[config.mk]
export PLATFORM = sky130hd
export DESIGN_NAME = instr_fetch_mem
export DESIGN_NICKNAME = d
export VERILOG_FILES = /design/src/rtl/imem_pkg.sv /design/src/rtl/imem_byte_array.sv /design/src/rtl/instr_fetch_mem.sv
export SDC_FILE = /design/constraint.sdc
export NUM_CORES = 1
export LEC_CHECK = 0
export CAP_MARGIN = 20
export CORE_MARGIN = 1
export CORE_UTILIZATION = 40
export DETAILED_ROUTE_END_ITERATION = 16
export HOLD_SLACK_MARGIN = 0.08
export PLACE_DENSITY = 0.85
export SLEW_MARGIN = 20
export SYNTH_ARGS = -nofsm -noshare
export SYNTH_HDL_FRONTEND = slang
export SYNTH_SLANG_ARGS = --single-unit
[constraint.sdc]
create_clock -name clk -period 2.69 [get_ports clk]
set_input_delay 0.4035 -clock clk [delete_from_list [all_inputs] [get_ports clk]]
set_output_delay 0.4035 -clock clk [all_outputs]
set_load 0.05 [all_outputs]
[src/rtl/imem_pkg.sv]
`default_nettype none
// ============================================================================
//  Module      : imem_pkg
//  Description : Shared types and constants for the instruction fetch memory:
//                fault codes, the pipeline stage record, the word returned for
//                faulted fetches and the PC fault classifier.
//  Revision    : 1.0 - initial release
// ============================================================================
package imem_pkg;

    // Fault codes carried alongside every fetch
    localparam logic [1:0]  FAULT_NONE       = 2'b00;
    localparam logic [1:0]  FAULT_MISALIGN   = 2'b01;
    localparam logic [1:0]  FAULT_RANGE      = 2'b10;

    // Word delivered in place of an instruction when the fetch faulted
    localparam logic [31:0] INSTR_FAULT_WORD = 32'h0000_0000;

    // One pipeline stage: everything the response channel needs
    typedef struct packed {
        logic        valid;
        logic [31:0] pc;
        logic [31:0] instr;
        logic [1:0]  fault;
    } fetch_stage_t;

    // Classify a byte address against the last legal word address.
    // Misalignment is reported in preference to range; the compare is a
    // full 32-bit unsigned compare so addresses never wrap into storage.
    function automatic logic [1:0] decode_fault(
        input logic [31:0] pc,
        input logic [31:0] last_word
    );
        logic [1:0] f;
        f = FAULT_NONE;
        if (pc[1:0] != 2'b00) begin
            f = FAULT_MISALIGN;
        end else if (pc > last_word) begin
            f = FAULT_RANGE;
        end
        return f;
    endfunction

endpackage : imem_pkg
`default_nettype wire

[src/rtl/imem_byte_array.sv]
`default_nettype none
// ============================================================================
//  Module      : imem_byte_array
//  Description : Byte-organised instruction storage with a combinational
//                big-endian word read port. When IMEM_PROG_PORT_EN is defined
//                a synchronous big-endian word write port is present; a read
//                of the word being written returns the old contents.
//  Revision    : 1.0 - initial release
// ============================================================================
module imem_byte_array
    import imem_pkg::*;
#(
    parameter int    DEPTH_BYTES = 256,
    parameter string INIT_FILE   = "",
    parameter int    WAW         = $clog2(DEPTH_BYTES) - 2
) (
    input  logic           clk,
    input  logic [WAW-1:0] i_rd_word,
    output logic [31:0]    o_rd_data
`ifdef IMEM_PROG_PORT_EN
    ,
    input  logic           i_wr_en,
    input  logic [WAW-1:0] i_wr_word,
    input  logic [31:0]    i_wr_data
`endif
);

    logic [7:0] r_mem [DEPTH_BYTES];

    // Big-endian word assembly: lowest byte address is the most significant byte
    assign o_rd_data = {r_mem[{i_rd_word, 2'b00}],
                        r_mem[{i_rd_word, 2'b01}],
                        r_mem[{i_rd_word, 2'b10}],
                        r_mem[{i_rd_word, 2'b11}]};

`ifdef IMEM_PROG_PORT_EN
    // Word write, big-endian byte placement; legality is decided by the caller
    always_ff @(posedge clk) begin
        if (i_wr_en) begin
            r_mem[{i_wr_word, 2'b00}] <= i_wr_data[31:24];
            r_mem[{i_wr_word, 2'b01}] <= i_wr_data[23:16];
            r_mem[{i_wr_word, 2'b10}] <= i_wr_data[15:8];
            r_mem[{i_wr_word, 2'b11}] <= i_wr_data[7:0];
        end
    end
`endif

endmodule : imem_byte_array
`default_nettype wire

[src/rtl/instr_fetch_mem.sv]
`default_nettype none
// ============================================================================
//  Module      : instr_fetch_mem
//  Description : Pipelined instruction memory for the RV32I fetch stage.
//                Valid/ready request (byte PC) and response (instruction, PC,
//                fault) channels, LATENCY stages (1 or 2), global stall when
//                the response is not taken, flush for branch redirects, and
//                misaligned / out-of-range fault reporting.
//                Optional feature macro: IMEM_PROG_PORT_EN adds the
//                prog_we / prog_addr / prog_wdata write port.
//  Revision    : 1.0 - initial release
// ============================================================================
module instr_fetch_mem
    import imem_pkg::*;
#(
    parameter int    DEPTH_BYTES = 256,   // multiple of 4, power of two, >= 8
    parameter int    LATENCY     = 1,     // legal values 1 or 2
    parameter string INIT_FILE   = ""
) (
    input  logic        clk,
    input  logic        reset_n,
    input  logic        req_valid,
    output logic        req_ready,
    input  logic [31:0] req_pc,
    input  logic        flush,
    output logic        resp_valid,
    input  logic        resp_ready,
    output logic [31:0] resp_instr,
    output logic [31:0] resp_pc,
    output logic [1:0]  resp_fault
`ifdef IMEM_PROG_PORT_EN
    ,
    input  logic        prog_we,
    input  logic [31:0] prog_addr,
    input  logic [31:0] prog_wdata
`endif
);

    localparam int          AW          = $clog2(DEPTH_BYTES);
    localparam int          WAW         = AW - 2;
    localparam logic [31:0] C_LAST_WORD = 32'(DEPTH_BYTES - 4);

    fetch_stage_t   r_stage [LATENCY];
    fetch_stage_t   w_last;
    fetch_stage_t   w_new;
    logic [1:0]     w_req_fault;
    logic [31:0]    w_rd_data;
    logic           w_advance;

    // ------------------------------------------------------------------
    // Storage
    // ------------------------------------------------------------------
`ifdef IMEM_PROG_PORT_EN
    logic           w_wr_en;

    // Writes that are misaligned or beyond the last word are dropped here
    assign w_wr_en = prog_we && (decode_fault(prog_addr, C_LAST_WORD) == FAULT_NONE);
`endif

    imem_byte_array #(
        .DEPTH_BYTES (DEPTH_BYTES),
        .INIT_FILE   (INIT_FILE),
        .WAW         (WAW)
    ) u_mem (
        .clk        (clk),
        .i_rd_word  (req_pc[AW-1:2]),
        .o_rd_data  (w_rd_data)
`ifdef IMEM_PROG_PORT_EN
        ,
        .i_wr_en    (w_wr_en),
        .i_wr_word  (prog_addr[AW-1:2]),
        .i_wr_data  (prog_wdata)
`endif
    );

    // ------------------------------------------------------------------
    // Request side: fault decode and stage-1 record
    // ------------------------------------------------------------------
    assign w_req_fault = decode_fault(req_pc, C_LAST_WORD);

    // Build the record that enters stage 1; faulted fetches carry the fixed word
    always_comb begin
        w_new       = '0;
        w_new.valid = req_valid;
        w_new.pc    = req_pc;
        w_new.fault = w_req_fault;
        w_new.instr = (w_req_fault == FAULT_NONE) ? w_rd_data : INSTR_FAULT_WORD;
    end

    // ------------------------------------------------------------------
    // Flow control
    // ------------------------------------------------------------------
    assign w_last    = r_stage[LATENCY-1];
    assign w_advance = !w_last.valid || resp_ready;

    // A redirect must always be able to enter, even behind a stalled output
    assign req_ready = (w_advance || flush) && reset_n;

    // ------------------------------------------------------------------
    // Pipeline registers
    // ------------------------------------------------------------------
    // Shift on advance, drop everything in flight on flush, otherwise hold
    always_ff @(posedge clk or negedge reset_n) begin
        if (!reset_n) begin
            for (int i = 0; i < LATENCY; i++) begin
                r_stage[i] <= '0;
            end
        end else if (flush) begin
            r_stage[0] <= w_new;
            for (int i = 1; i < LATENCY; i++) begin
                r_stage[i].valid <= 1'b0;
            end
        end else if (w_advance) begin
            r_stage[0] <= w_new;
            for (int i = 1; i < LATENCY; i++) begin
                r_stage[i] <= r_stage[i-1];
            end
        end
    end

    // ------------------------------------------------------------------
    // Response channel driven straight from the last stage
    // ------------------------------------------------------------------
    assign resp_valid = w_last.valid;
    assign resp_instr = w_last.instr;
    assign resp_pc    = w_last.pc;
    assign resp_fault = w_last.fault;

endmodule : instr_fetch_mem
`default_nettype wire
==> results of run 1 <==
==> stage by stage <==
step | hold WS [ns] | std cells | total power (uW)
after floorplan | 0.1079 | 152 | 960.2
after detailed placement | 0.4771 | 242 | 1084
after global routing | 0.2349 | 249 | 1508
final | 0.2064 | 249 | 1439
after CTS | 0.2167 | 249 | 1465
after global placement | 0.4638 | 242 | 1079
==> cell usage in the layout (no fill, tap or decap), drive strengths merged <==
cell / n
clkdlybuf4s50: 70
dfrtp: 35
conb: 32
mux2: 32
nor4: 6
clkbuf: 6
buf: 6
nand2: 3
nor3b: 1
nor2b: 1
inv: 1
nor3: 1
a21oi: 1
or2: 1
nand4: 1
o21ai: 1
clkinv: 1
==> logic make-up after synthesis <==
logic type | after synthesis | synth area share (%)
other | 1 | 0.2144
AND/OR/NAND/NOR | 14 | 5.151
AO/OA/AOI/OAI | 2 | 0.5717
multiplexers | 32 | 25.97
buffers and inverters | 37 | 18.03
flip-flops | 35 | 50.07
==> final timing paths <==
kind / end / slack [ns] / cells after the start
setup reg to reg: resp_pc[31] / 1.36 / 3
min in group clk: resp_fault[1] / 0.49 / 2
hold / removal: resp_pc[24] / 0.21 / 2
setup / recovery: req_ready / 0.71 / 5
hold reg to reg: resp_fault[1] / 0.49 / 2
max in group asynchronous: resp_pc[10] / 2.18 / 2
==> state kept, by name, summed over array words and instances (netlist names) <==
register	count
resp_pc	32
resp_fault	2
resp_valid	1
==> power groups by stage <==
stage | Sequential, uW | Combinational [uW] | Clock, uW
detailed placement | 597 | 486 | 0
global route | 592 | 506 | 409
CTS | 588 | 488 | 389
finish | 588 | 485 | 366
global placement | 597 | 482 | 0
floorplan | 740 | 220 | 0
==> area by class of cell <==
class / instances / area [sq um] / share of cell area (%)
clock inverter: 1 / 5.005 / 0.2040
clock buffer: 6 / 82.58 / 3.366
timing repair buffer: 76 / 743.2 / 30.29
inverter: 1 / 3.754 / 0.1530
multi-input combinational: 80 / 680.7 / 27.74
sequential: 35 / 875.8 / 35.70
tap: 50 / 62.56 / 2.550
==> layer usage <==
layer,wire length (um),track usage (%),vias up
met1,1412,19.04,514
met5,0,0,-
met2,1582,21.57,59
met4,48,7.031,0
li1,-,-,504
met3,252,4.000,5
==> worst max-delay path: cells and delay by family <==
family | cells | cell delay [ns]
buf+inv | 3 | 0.88
simple gates | 2 | 0.30
==> reports/qor.csv, run 1 <==
metric,value,unit
status,"complete, no violations",
CP Data Required Time,2.29,ns
hold_buf cts,0,
Die Width,68.13,um
worst slew pin tran,0.5209,ns
worst vdd ir,0.2659,mV
worst hold path type,in -> async,
CP Launch Point,flush,
I/O pin count,105,
Total GRT Usage,14.42,%
DP Worst Slack,0.6931,ns
"Slew Viols, Final",0,
CP Class,in -> out,
core area,4086,sq um
Combinational Power Share,33.7,%
Die ar.,4642,sq um
Crit path largest cell delay,0.45,ns
Clock Path Buffers,2,
Finished Cell Area,2454,sq um
synthesis-stage register bit count,35,
post-synthesis cell area,1749,sq um
first-pass GRT wire length,4747,um
first drt pass iteration count,2,
clock-pin transition on the worst setup and hold timing paths,0.06,ns
IO buf count,72,
nets@finish,236,
"Period Utilization, post-route",73.74,%
post-synthesis average cell area,14.46,sq um
unrepaired setup endpoints after global routing,false,
minimum clock period,1.984,ns
# fillers,357,
CTS H-Tree Depth,2,
Routed WL,3296,um
Worst Setup End Kind,output pin,
placed instance area,2366,sq um
Synth Flop Type,dfrtp_1,
CP Max Fanout,10,
largest net degree at the start of global routing,36,
sequential group share of total power,40.9,%
dominant cell by count in the synthesized netlist,dfrtp_1,
"Worst Setup Slack, final",0.7064,ns
clock sink count,35,
final hold violations,0,
share of power burned in the clock network,25.5,%
LEAKAGE,0.001099,uW
share of layout cells above drive strength 1,24.12,%
CTS tree,done,
Pwr Density,586.6,nW/um^2
top cell type's share of synthesized area,50.07,%
Total Neg Setup Slack,0,ns
Max-Slew Margin vs Limit,65.16,%
number of buffers created by CTS,5,
slowest cell on the critical path,clkdlybuf4s50_1,
internal power,938.9,uW
Iter 0 DRT Violations,49,
Unique masters post-synth,17,
Detail Route Antenna Nets,0,
clk_lat worst skew,0.27,ns
die outline height,68.13,um
via density per instance,4.345,
top post-synthesis cells by count,"dfrtp_1 (35), buf_4 (32), mux2_4 (25), mux2_2 (7), nor4_1 (6)",
most area-consuming cells after synthesis,"dfrtp_1 (50%), mux2_4 (21%), buf_4 (14%), mux2_2 (4.5%), buf_12 (3.4%)",
vias,1082,
Final Util,60.04,%
asr flop ratio synth,100.0,%
DRC violations left,0,
reg2reg start,resp_valid,
CP Cell Sequence,clkdlybuf4s50_1 > nor3b_4 > buf_4 > nor2b_1 > buf_4,
DR WL/cell,13.24,um
vias in the first global route,982,
Detail Placement HPWL,2555,um
Max Cap Violations,0,
area growth from synthesis to layout,40.27,%
Clock Skew,0.0009960,ns
CP arrival,1.58,ns
routability cong.,0.7260,
initial antenna violation count,0,
post-CTS setup buffers,0,
biggest area consumer among synthesized cells,dfrtp_1,
# resized after CTS,0,
CP most frequent cell,buf_4,
Root Buffer,clkbuf_8,
Yosys warning total,0,
Overflow after GRT,0,
row count,23,
Startpoint Class,primary input,
ANT cells,0,
Initial Utilization,42.80,%
switching power,500.2,uW
Post-synth EDFFs,0,
Gate Count Post-Synth,121,
post-synthesis sequential area ratio,50.07,%
Sw Share,34.76,%
fmax,0.5041,GHz
final setup vio count,0,
Note: power is estimated with default switching activity, not from simulation.
==> run 2: changes to the inputs <==
CORE_UTILIZATION = 34   (was 40)
PLACE_DENSITY = 0.77   (was 0.85)
clock period = 1.7 ns   (was 2.69 ns; I/O delays follow)
==> run 2 against run 1 <==
Register-to-register slack lost 1.2 ns. Critical path type is now in -> reg. Critical endpoint is now resp_pc[18]. Hold slack lost 0.12 ns. Sequential share of layout area is 0.32 points lower. Die area increased by 17%. Total power rose by 79%.
==> reports/qor.csv, run 2 (synthesized netlist as in run 1, its figures left out) <==
metric,value,unit,change
largest net degree at the start of global routing,36,,unchanged
Total GRT Usage,13.21,%,was 14.42%
final setup vio count,0,,unchanged
clk_lat worst skew,0.28,ns,was 0.27 ns
status,"complete, no violations",,unchanged
clock sink count,35,,unchanged
reg2reg start,resp_valid,,unchanged
CP bufs+invs,3,,unchanged
Worst Setup End Kind,flip-flop,,was output pin
minimum clock period,1.572,ns,
cell count along the critical path,5,,unchanged
worst r2r dst,resp_pc[18],,was resp_pc[31]
CP arrival,1.74,ns,was 1.58 ns
worst vdd ir,0.6143,mV,was 0.2659 mV
Clock Path Buffers,2,,unchanged
Initial Utilization,36.08,%,was 42.80%
"Period Utilization, post-route",92.45,%,
# resized after CTS,0,,unchanged
Clock Skew,0.008029,ns,was 0.0009960 ns
CP Data Required Time,1.87,ns,was 2.29 ns
initial antenna violation count,0,,unchanged
number of buffers created by CTS,5,,unchanged
vias in the first global route,1106,,was 982
first-pass GRT wire length,5306,um,was 4747 um
Overflow after GRT,0,,unchanged
LEAKAGE,0.001165,uW,was 0.001099 uW
Max Cap Violations,0,,unchanged
worst reg2reg path depth,4,,was 3
via density per instance,4.041,,was 4.345
"commonest non-fill, non-tap cell in the layout",buf_4,,was clkdlybuf4s50_1
first drt pass iteration count,3,,was 2
Startpoint Class,primary input,,unchanged
DRC violations left,0,,unchanged
CTS tree,done,,unchanged
unrepaired setup endpoints after global routing,false,,unchanged
most frequent cells in the layout,"buf_4 (39), clkdlybuf4s50_1 (35), dfrtp_1 (35)",,"was clkdlybuf4s50_1 (70), dfrtp_1 (35), conb_1 (32)"
Total Neg Setup Slack,0,ns,unchanged
"Slew Viols, Final",0,,unchanged
DR WL/cell,12.22,um,was 13.24 um
vias,1083,,was 1082
Crit path max-delay family,buffers and inverters,,unchanged
CTS H-Tree Depth,2,,unchanged
hold_buf cts,0,,unchanged
CP Cell Sequence,clkdlybuf4s50_1 > nor3b_4 > buf_12 > buf_4 > mux2_2,,was clkdlybuf4s50_1 > nor3b_4 > buf_4 > nor2b_1 > buf_4
ANT cells,0,,unchanged
CP Max Fanout,17,,was 10
nets@finish,237,,was 236
row count,25,,was 23
worst hold path type,in -> async,,unchanged
I/O pin count,105,,unchanged
Die ar.,5435,sq um,was 4642 sq um
final hold violations,0,,unchanged
Pwr Density,1038,nW/um^2,was 586.6 nW/um^2
Detail Placement HPWL,2517,um,was 2555 um
die outline height,73.73,um,was 68.13 um
core area,4848,sq um,was 4086 sq um
placed insts,258,,was 242
slowest cell on the critical path,clkdlybuf4s50_1,,unchanged
IO buf count,72,,unchanged
number of flip-flops in the largest register,32,,unchanged
routability cong.,0.6875,,was 0.7260
clock-pin transition on the worst setup and hold timing paths,0.08,ns,was 0.06 ns
area growth from synthesis to layout,41.56,%,was 40.27%
share of layout cells above drive strength 1,42.79,%,was 24.12%
Root Buffer,clkbuf_8,,unchanged
Iter 0 DRT Violations,38,,was 49
Crit path largest cell delay,0.44,ns,was 0.45 ns
Die Width,73.73,um,was 68.13 um
fmax,0.6363,GHz,
CP Class,in -> reg,,was in -> out
Routed WL,3274,um,was 3296 um
Register-to-Register Setup Slack,0.21,ns,was 1.36 ns
Detail Route Antenna Nets,0,,unchanged
"non-filler cells, final",268,,was 249
run 2: cell count changes in the layout (fill, tap and decap cells not counted):
| cell | before | now |
|---|---|---|
| buf_4 | 5 | 39 |
| nor2b_4 | 0 | 1 |
| clkdlybuf4s50_1 | 70 | 35 |
| clkinvlp_4 | 0 | 1 |
| nor2b_1 | 1 | 0 |
| buf_12 | 0 | 2 |
| bufinv_16 | 0 | 2 |
| clkinv_2 | 1 | 0 |
| clkbuf_8 | 6 | 5 |
run 2: repair_timing:
item / 4_1_cts / 5_1_grt
setup buffers: 1 / 1
endpoints found under the setup margin: 1 / 1
pin swaps: 1 / 0
run 2: cell type report:
type	instances	area (sq um)
inverter	1	3.754
clock buffer	5	68.82
sequential	35	875.8
clock inverter	3	67.56
multi-input combinational	80	688.2
fill	442	2372
timing repair buffer	77	688.2
tap	67	83.83
run 2: worst max path at each step:
stage                        to  slack, ns        from
floorplan             req_ready        0.1  resp_valid
global placement      req_ready      -0.01       flush
detailed placement    req_ready      -0.04       flush
CTS                   req_ready       0.03  resp_ready
global route        resp_pc[15]       0.09  resp_ready
finish              resp_pc[18]       0.13  resp_ready
run 2: metal layers:
metal  global-route usage [%]  wire length [um]  up-vias
met5                        0                 0        -
li1                         -                 -      508
met2                    21.61              1548       61
met1                    16.48              1463      509
met4                    4.487                27        0
met3                    4.115               235        5
run 2: report_power, final:
group | internal [uW] | switching [uW]
Combinational | 256 | 496
Clock | 585 | 301
Sequential | 896 | 36.4
run 2: metrics by stage:
| step | total power [uW] | util (%) | setup slack [ns] | instance area, sq um | hold WS (ns) |
|---|---|---|---|---|---|
| after floorplan | 1522 | - | 0.09710 | 1873 | -0.04059 |
| after global placement | 1696 | 47.95 | -0.01091 | 2325 | 0.4044 |
| after detailed placement | 1702 | 47.95 | -0.03851 | 2325 | 0.4126 |
| after CTS | 2605 | 50.92 | 0.03260 | 2469 | 0.09371 |
| after global routing | 2682 | 51.07 | 0.08661 | 2476 | 0.1081 |
| final | 2571 | 51.07 | 0.1284 | 2476 | 0.08301 |
